`config.mk`:
```
export PLATFORM = sky130hd
export DESIGN_NAME = serial_adder
export DESIGN_NICKNAME = d
export VERILOG_FILES = /design/src/rtl/serial_adder.sv
export SDC_FILE = /design/constraint.sdc
export NUM_CORES = 1
export LEC_CHECK = 0
export ABC_AREA = 1
export BUFFER_PORTS_ARGS = -buffer_cell sky130_fd_sc_hd__buf_2
export CELL_PAD_IN_SITES_DETAIL_PLACEMENT = 0
export CELL_PAD_IN_SITES_GLOBAL_PLACEMENT = 1
export CORE_MARGIN = 4
export CORE_UTILIZATION = 34
export DETAILED_ROUTE_END_ITERATION = 10
export GPL_TIMING_DRIVEN = 0
export HOLD_SLACK_MARGIN = 0.02
export PLACE_DENSITY = 0.7
export SLEW_MARGIN = 20
export SYNTH_ARGS = -nofsm -noshare
export SYNTH_HDL_FRONTEND = slang
export SYNTH_SLANG_ARGS = --single-unit
export TNS_END_PERCENT = 100
```
`constraint.sdc`:
```
create_clock -name clk -period 1.2 [get_ports clk]
set_clock_uncertainty 0.1 [all_clocks]
set_input_delay 0.24 -clock clk [delete_from_list [all_inputs] [get_ports clk]]
set_output_delay 0.24 -clock clk [all_outputs]
set_load 0.01 [all_outputs]
```
`src/rtl/serial_adder.sv`:
```
// Bit-serial LSB-first adder: WIDTH-bit unsigned operands, WIDTH+1-bit result, one-cycle done strobe.
// Optional subtract mode is compiled in with `define SERIAL_ADDER_SUB_EN.
module serial_adder #(
  parameter int unsigned WIDTH = 3
) (
  input  logic             clk,
  input  logic             rst,
  input  logic             start,
  input  logic [WIDTH-1:0] A,
  input  logic [WIDTH-1:0] B,
`ifdef SERIAL_ADDER_SUB_EN
  input  logic             mode,
`endif
  output logic             busy,
  output logic             done,
  output logic [WIDTH:0]   out
);

  localparam int unsigned CW = (WIDTH > 1) ? $clog2(WIDTH) : 1;

  typedef enum logic [1:0] {
    IDLE,
    SHIFT,
    DONE
  } state_e;

  state_e           state_q;
  logic [WIDTH-1:0] a_q;
  logic [WIDTH-1:0] b_q;
  logic [WIDTH-1:0] sum_q;
  logic             carry_q;
  logic [CW-1:0]    cnt_q;

  logic             sum_bit_d;
  logic             carry_d;
  logic [WIDTH-1:0] sum_d;
  logic [WIDTH-1:0] b_cap_d;
  logic             carry_init_d;
  logic             msb_d;

`ifdef SERIAL_ADDER_SUB_EN
  logic             sub_q;
`endif

  always_comb begin
    sum_bit_d = a_q[0] ^ b_q[0] ^ carry_q;
    carry_d   = (a_q[0] & b_q[0]) | (a_q[0] & carry_q) | (b_q[0] & carry_q);
    sum_d     = {sum_bit_d, sum_q[WIDTH-1:1]};
`ifdef SERIAL_ADDER_SUB_EN
    b_cap_d      = mode ? ~B : B;
    carry_init_d = mode;
    // Subtraction works on WIDTH+1-bit operands: the zero-extended A plus the
    // one-extended ~B flips the top result bit relative to the raw carry out.
    msb_d        = carry_d ^ sub_q;
`else
    b_cap_d      = B;
    carry_init_d = 1'b0;
    msb_d        = carry_d;
`endif
  end

  always_ff @(posedge clk) begin
    if (rst) begin
      state_q <= IDLE;
      a_q     <= '0;
      b_q     <= '0;
      sum_q   <= '0;
      carry_q <= 1'b0;
      cnt_q   <= '0;
      busy    <= 1'b0;
      done    <= 1'b0;
      out     <= '0;
`ifdef SERIAL_ADDER_SUB_EN
      sub_q   <= 1'b0;
`endif
    end else begin
      case (state_q)
        IDLE: begin
          if (start) begin
            a_q     <= A;
            b_q     <= b_cap_d;
            carry_q <= carry_init_d;
            sum_q   <= '0;
            cnt_q   <= '0;
            busy    <= 1'b1;
`ifdef SERIAL_ADDER_SUB_EN
            sub_q   <= mode;
`endif
            state_q <= SHIFT;
          end
        end
        SHIFT: begin
          sum_q   <= sum_d;
          a_q     <= a_q >> 1;
          b_q     <= b_q >> 1;
          carry_q <= carry_d;
          cnt_q   <= cnt_q + CW'(1);
          if (cnt_q == CW'(WIDTH - 1)) begin
            out     <= {msb_d, sum_d};
            busy    <= 1'b0;
            done    <= 1'b1;
            state_q <= DONE;
          end
        end
        DONE: begin
          done    <= 1'b0;
          state_q <= IDLE;
        end
        default: begin
          busy    <= 1'b0;
          done    <= 1'b0;
          state_q <= IDLE;
        end
      endcase
    end
  end

endmodule

```
== After elaboration in Yosys (flattened, before gate mapping) ==
Cells that the tools add are included.

* Register bits: 20
* Bits of input ports: 9
* Output and inout bits: 6
* Word-level logic and storage cells: 49

* $add $sub $neg: 1
* Eq/ne operators: 5
* Mux-type cells: 18
* Bitwise operators: 9
* Reductions and logical operators: 7

{| class="wikitable"
|+ Operators by type and width
! operator !! count
|-
| $pmux 3 s2 || 3
|-
| $mux 3 || 3
|-
| $pmux 2 s2 || 2
|-
| $reduce_and 2->1 || 4
|-
| $mux 2 || 3
|-
| $eq 2x2->1 const B || 2
|-
| $mux 1 || 4
|-
| $ne 2x2->1 const B || 2
|-
| $pmux 1 s2 || 2
|-
| $and 1x1->1 || 3
|-
| $pmux 1 s3 || 1
|-
| $reduce_and 3->1 || 1
|-
| $add 2x1->2 const B || 1
|-
| $eq 2x1->1 const B || 1
|-
| $logic_not 2->1 || 1
|-
| $not 1->1 || 2
|-
| $or 1x1->1 || 2
|-
| $reduce_bool 2->1 || 1
|-
| $xor 1x1->1 || 2
|}

== Depth between registers and ports, before layout ==
Gate-level depths: netlist of run 1.

* Depth after elaboration: 4
* Depth in mapped cells: 8
* Depth with buffers taken out: 8

== Least setup slack after synthesis of run 1 ==
Ideal clock, no wire load.

* Path kind: register to register
* Start: register a_q[0]
* End: register sum_q[2]
* Setup time: 0.070 ns
* Data arrival time: 1.011 ns
* Required time: 1.030 ns
* Setup slack: 0.019 ns
* Cell stages (with the launch flop): 4
* Path buffers: 0
* Period minus slack after synthesis: 1.181 ns
* Cell sequence: dfxtp_1 > fa_1 > nand2_1 > a21oi_1

* Word-level cells in the longest chain between the ends: 3

{| class="wikitable"
|+ RTL lines
! what !! line !! RTL
|-
| start, declared || 28 || <nowiki>logic [WIDTH-1:0] a_q;</nowiki>
|-
| start signal, assigned || 94 || <nowiki>a_q <= a_q >> 1;</nowiki>
|-
| $xor 1x1->1 (2 in series) || 46 || <nowiki>sum_bit_d = a_q[0] ^ b_q[0] ^ carry_q;</nowiki>
|-
| via sum_bit_d || 34 || <nowiki>logic sum_bit_d;</nowiki>
|-
| $pmux 3 s2 || 77 || <nowiki>case (state_q)</nowiki>
|-
| end signal, assigned || 93 || <nowiki>sum_q <= sum_d;</nowiki>
|-
| end, declared || 30 || <nowiki>logic [WIDTH-1:0] sum_q;</nowiki>
|}

The timed path passes the listed nets, and every way through them passes these cells.
A chain may end at the register's enable or synchronous reset.

== Final worst setup path of run 1 ==
* Start: register carry_q
* End: register sum_q[2]

* Word-level cells in the longest chain between the ends: 2

{| class="wikitable"
|+ RTL lines
! what !! line !! RTL
|-
| start, declared || 31 || <nowiki>logic carry_q;</nowiki>
|-
| start signal, assigned || 82 || <nowiki>carry_q <= carry_init_d;</nowiki>
|-
| start signal, assigned || 96 || <nowiki>carry_q <= carry_d;</nowiki>
|-
| $xor 1x1->1 || 46 ||
|-
| via sum_bit_d || 34 ||
|-
| $pmux 3 s2 || 77 ||
|}

The timed path passes the listed nets, and every way through them passes these cells.

==> run_results.csv, run 1 <==
group,metric,value,unit
synthesis,synth-seq-cells,19,
clock_tree,clk_latency,0.29,ns
clock_tree,hold_buffers,0,
placement,dpl.hpwl,1180,um
placement,io_buffers,13,
sta,setup_ws,-0.00866,ns
critical_path,crit_buf_inv,0,
critical_path,cp_slowest_cell,"fa_1",
layout,diodes,0,
synthesis,seq_area_frac_synth,0.475,
synthesis,syn-instance-count,104,
sta,slew_viol_final,0,
critical_path,crit-reg2reg-launch,"carry_q",
routing,wire_per_inst,11.2,um
clock_tree,cts-root-buf,"clkbuf_4",
run_status,status,"complete, but fails checks",
clock_tree,cts_buffers,3,
power,p_leak,0.459,nW
clock_tree,cts_tree,"done",
die,ioPinCount,15,
power,p_per_area,1180,nW/um2
die,num_rows,17,
layout,final_nets,135,
layout,drive_above_1_share,0.333,
power,vdd_drop_max,0.000654,V
routing,postRouteAntennaNets,0,
synthesis,yosys.area_share.simple,0.322,
layout,final_cell_area,975,um2
min_path,hp-class,"primary input to register",
routing,drcViolationCount,0,
synthesis,synthTopCellsByArea,"dfxtp_1 (48%), nand3_1 (12%), nand2_1 (10%)",
sta,finalSetupViolCount,1,
critical_path,reg2reg_depth,3,
global_route,antenna_found_initial,0,
run,cap_violations,0,
die,dieArea,3200,um2
placement,dp_slack,-0.00977,ns
synthesis,synth_top_family_by_area,"simple AND/OR/NAND/NOR gates",
routing,vias_per_cell,4.75,
synthesis,yosys_warnings,0,
power,total_power,1.15,mW
die,die_w,56.5,um
sta,finalCritPeriodShare,1.01,
global_route,grt_pass1_vias,609,
synthesis,synth-xor-area-share,0,
synthesis,synthMuxAreaShare,0,
synthesis,synth_top_area_cell,"dfxtp_1",
synthesis,syn_nets,115,
placement,gp_congestion,0.714,
clock_tree,cts_sinks,19,
run_status,violations,"setup timing",
min_path,holdPathStages,3,
clock_tree,cts_max_level,1,
critical_path,worst_setup_path_end_kind,"register",
critical_path,startpoint_type,"register",
global_route,grt_max_degree,12,
sta,fin_crit,1.21,ns
critical_path,path_delay_family,"adder cells",
min_path,min_from,"B[2]",
routing,drt_pass1_iterations,4,
die,chipHeight,56.5,um
clock_tree,clkTransAtPathRegs,0.11,ns
critical_path,cp.required,1.34,ns
critical_path,critical_path.max_stage_delay,0.55,ns
sta,hold_violations,0,
critical_path,r2r_end,"sum_q[2]",
critical_path,cp_cell_sequence,"fa_1 > nand2_1 > a21oi_1",
sta,slew_headroom,0.843,
global_route,grt_pass1_wl,2920,um
routing,first_iter_violations,16,
layout,fin_util,0.436,
synthesis,synth_top_cell_area_share,0.475,
layout,syn_to_final_growth,21.7,%
critical_path,cp-startpoint,"carry_q",
clock_tree,cts_buffer_depth,2,
critical_path,crit_path_max_fanout,2,
synthesis,yosys.area_share.adder,0.0406,
synthesis,synth_cell_type_count,19,
min_path,min_to,"b_q[2]",
placement,placedCellCount,145,
synthesis,synth_area,801,um2
critical_path,crit_arrival,1.34,ns
die,start_util,0.359,
global_route,overflow,0,
synthesis,syn_avg_cell_area,7.70,um2
sta,timing.fmax,827,MHz
placement,placed_area,901,um2
layout,final_cells,151,
global_route,track_usage,0.117,
sta,rsz0062_at_grt,"true",
routing,vias,717,
synthesis,synth_compound_area_frac,0.0797,
critical_path,reg2reg_slack,-0.009,ns
routing,routed_wl,1700,um
critical_path,worstSetupPathType,"register to register",
sta,tightest_slew,0.234,ns
die,coreArea,2230,um2
## placed cells by master, fill, tap and decap left out, types with 3 or more instances in the layout
cell type	synthesis	layout
a21oi_1	8	8
dfxtp_1	19	13
nand2_1	22	21
dfxtp_2	0	6
buf_2	2	14
nand3_1	19	19
inv_1	7	7
nor2_1	9	9
clkbuf_4	0	3
inv_2	5	4
## worst max path at each step
stage / endpoint / slack (ns) / depth (start not counted)
6_report: sum_q[2] / -0.009 / 3
5_1_grt: sum_q[2] / -0.07 / 3
4_1_cts: sum_q[2] / -0.01 / 3
3_5_place_dp: sum_q[2] / -0.01 / 3
3_3_place_gp: sum_q[2] / -0.008 / 3
2_1_floorplan: sum_q[2] / 0.02 / 3
## logic make-up after synthesis
kind of cell / Yosys count
fa+ha+maj: 2
compound gates: 12
simple gates: 56
flops: 19
buf+inv: 15
## routing by layer
layer | share of wire | GRT usage | up-vias
met5 | 0 | 0 | -
met4 | 0.0083 | 0.0610 | 0
met3 | 0.053 | 0.0253 | 2
met2 | 0.46 | 0.162 | 18
met1 | 0.48 | 0.167 | 326
li1 | - | - | 371
## final cells by class
class | instances | area, um2
Buffer | 3 | 27.5
Clock buffer | 3 | 22.5
Clock inverter | 1 | 5.00
Fill cell | 240 | 1260
Inverter | 12 | 47.5
Multi-Input combinational cell | 70 | 369
Sequential cell | 19 | 388
Tap cell | 28 | 35.0
Timing Repair Buffer | 15 | 80.1
## cell usage after synthesis
cell type  count
a21oi_1        8
nand2_1       22
dfxtp_1       19
buf_2          2
a21oi_2        1
o21ai_1        2
inv_1          7
nand3_2        1
nand3_1       19
inv_2          5
fa_1           1
nand2_2        2
nor2_2         1
or2_0          1
nor2_4         1
nor2_1         9
ha_1           1
o21ai_0        1
buf_6          1
## sequential cells by signal, indices dropped and copies added (netlist names), 2 cells and up
register and cells:
out 4, a_q 3, b_q 3, cnt_q 2, state_q 2, sum_q 2
## power by group
| part | switching [mW] | leakage (nW) | total, mW | internal, mW |
|---|---|---|---|---|
| logic | 0.0881 | 0.284 | 0.150 | 0.0623 |
| registers | 0.0206 | 0.157 | 0.680 | 0.659 |
| clock network | 0.198 | 0.0177 | 0.322 | 0.124 |
| total | 0.306 | 0.459 | 1.15 | 0.846 |
## stage by stage
step                      hold slack, ns  setup TNS (ns)
after global placement             0.344        -0.00757
after floorplan                    0.283               0
final                             0.0772        -0.00866
after CTS                         0.0677         -0.0198
after global routing              0.0805          -0.106
after detailed placement           0.355        -0.00977
## worst reg2reg max path, stage by stage (launching register included)
cell and delay [ns]:
dfxtp_2 0.34, fa_1 0.55, nand2_1 0.05, a21oi_1 0.11
## repair_timing
action,in CTS,in global routing
buffers inserted,0,2
pin swaps,3,2
gates resized for setup,4,10
gates cloned,0,0
endpoints found under the setup margin,6,15
No activity file was read; power rests on OpenSTA's default activity.
==> inputs of run 2 (changes only) <==
CORE_UTILIZATION = 36   (was 34)
CTS_BUF_LIST = sky130_fd_sc_hd__clkbuf_4 sky130_fd_sc_hd__clkbuf_8   (was not set)
PLACE_DENSITY = 0.73   (was 0.7)
==> run 2 against run 1 <==
Effect of this change: the run still ends with setup timing left; register-to-register slack about the same; sequential power about the same; first-iteration DRC count down 63%; largest cell class unchanged; highest routed layer unchanged.
==> run_results.csv, run 2 (synthesized netlist as in run 1, its figures left out) <==
group,metric,value,unit
layout,fin_util,0.490,
die,ioPinCount,15,
routing,vias_per_cell,4.61,
run_status,status,"complete, but fails checks",
placement,gp_congestion,0.746,
sta,whs,0.0849,ns
layout,layout_commonest_cell,"nand2_1",
layout,final_cell_mix,"nand2_1 (20), nand3_1 (19), buf_2 (15)",
die,start_util,0.392,
global_route,antenna_found_initial,0,
layout,diodes,0,
placement,io_buffers,13,
min_path,hp-class,"primary input to register",
clock_tree,cts_sinks,19,
clock_tree,clk_latency,0.29,ns
global_route,track_usage,0.138,
critical_path,worstSetupPathType,"register to register",
layout,drive_above_1_share,0.384,
run,cap_violations,0,
layout,syn_to_final_growth,24.8,%
critical_path,worst_setup_path_end_kind,"register",
sta,rsz0062_at_grt,"true",
critical_path,crit_path_max_fanout,2,
sta,finalCritPeriodShare,1.01,
layout,ff_latch_area,390,um2
critical_path,cp.required,1.33,ns
global_route,grt_max_degree,11,
critical_path,path_delay_family,"adder cells",
critical_path,startpoint_type,"register",
routing,routed_wl,1700,um
power,vdd_drop_max,0.000971,V
sta,setup_ws,-0.0167,ns
die,dieArea,3040,um2
routing,vias,700,
routing,wire_per_inst,11.2,um
clock_tree,cts_buffers,3,
layout,top_register,"out",
layout,multi_input_area,378,um2
placement,dpl.hpwl,1190,um
layout,fill_cells,235,
routing,drcViolationCount,0,
power,p_leak,0.469,nW
clock_tree,cts_max_level,1,
routing,first_iter_violations,6,
global_route,grt_pass1_vias,634,
global_route,grt_pass1_wl,2900,um
sta,slew_headroom,0.823,
die,num_rows,16,
routing,drt_pass1_iterations,4,
die,chipHeight,55.2,um
critical_path,cp_cell_sequence,"fa_1 > nand2_1 > a21oi_2",
sta,tightest_slew,0.265,ns
global_route,overflow,0,
routing,postRouteAntennaNets,0,
sta,slew_viol_final,0,
critical_path,cp_slowest_cell,"fa_1",
sta,tns,-0.0167,ns
sta,hold_violations,0,
critical_path,crit_buf_inv,0,
run_status,violations,"setup timing",
die,coreArea,2040,um2
layout,largest_reg_flops,4,
layout,final_cells,152,
sta,fin_crit,1.22,ns
layout,final_nets,137,
critical_path,critical_path.max_stage_delay,0.55,ns
layout,largestRegisters,"out (4), a_q (3), b_q (3)",
power,p_per_area,1180,nW/um2
sta,finalSetupViolCount,1,
clock_tree,cts_buffer_depth,2,
critical_path,crit_arrival,1.35,ns
clock_tree,hold_buffers,0,
clock_tree,clkTransAtPathRegs,0.10,ns
sta,timing.fmax,822,MHz
die,die_w,55.2,um
clock_tree,cts_tree,"done",
clock_tree,cts-root-buf,"clkbuf_4",
placement,placedCellCount,144,
run 2: changes by cell type in the layout (fill, tap and decap cells not counted):
cell	change
a21oi_1	-1
a21oi_2	+1
buf_2	+1
buf_4	+1
clkbuf_4	+1
clkinv_2	-1
dfxtp_2	-1
dfxtp_4	+1
inv_1	-2
inv_2	+2
nand2_1	-1
nand2_2	+1
nor2_1	-1
nor2_2	+1
run 2: cell type report:
cell class	instances	area share
Buffer	3	0.0275
Inverter	12	0.0476
Multi-Input combinational cell	70	0.378
Clock buffer	4	0.0300
Timing Repair Buffer	17	0.0926
Sequential cell	19	0.390
Tap cell	27	0.0338
run 2: tightest hold or removal path, cell delays in order:
cell,delay [ns]
buf_2,0.09
nand2_1,0.05
a21oi_1,0.05
run 2: path summary, 6_finish.rpt:
| check | from | to | slack (ns) | cells past startpoint |
|---|---|---|---|---|
| setup / recovery | a_q[0] | sum_q[2] | -0.02 | 3 |
| hold / removal | B[2] | b_q[2] | 0.08 | 3 |
| setup reg to reg | a_q[0] | sum_q[2] | -0.02 | 3 |
| hold reg to reg | out[3] | out[3] | 0.37 | 2 |
run 2: timing repair:
action	in CTS	in global routing
resized for setup	5	14
setup buffers	1	2
cloned	0	1
endpoints found under the setup margin	6	14
pin swaps	3	2
run 2: power breakdown:
part	internal [mW]	switching, mW	total (mW)
combinational	0.0672	0.0932	0.160
sequential	0.657	0.0205	0.677
clock	0.152	0.190	0.342
run 2: stage by stage:
stage | setup WS (ns) | total power, mW | instance area (um2)
after global routing | -0.0743 | 1.26 | 1000
after global placement | -0.0111 | 0.829 | 900
after detailed placement | -0.0317 | 0.831 | 900
after floorplan | 0.0189 | 0.786 | 801
after CTS | -0.0218 | 1.18 | 945
final | -0.0167 | 1.18 | 1000
run 2: per-layer routing:
layer / global-route usage / share of wire / vias up
li1: - / - / 379
met1: 0.181 / 0.51 / 311
met2: 0.215 / 0.45 / 8
met3: 0.0563 / 0.031 / 2
met4: 0.0243 / 0.0076 / 0
met5: 0 / 0 / -
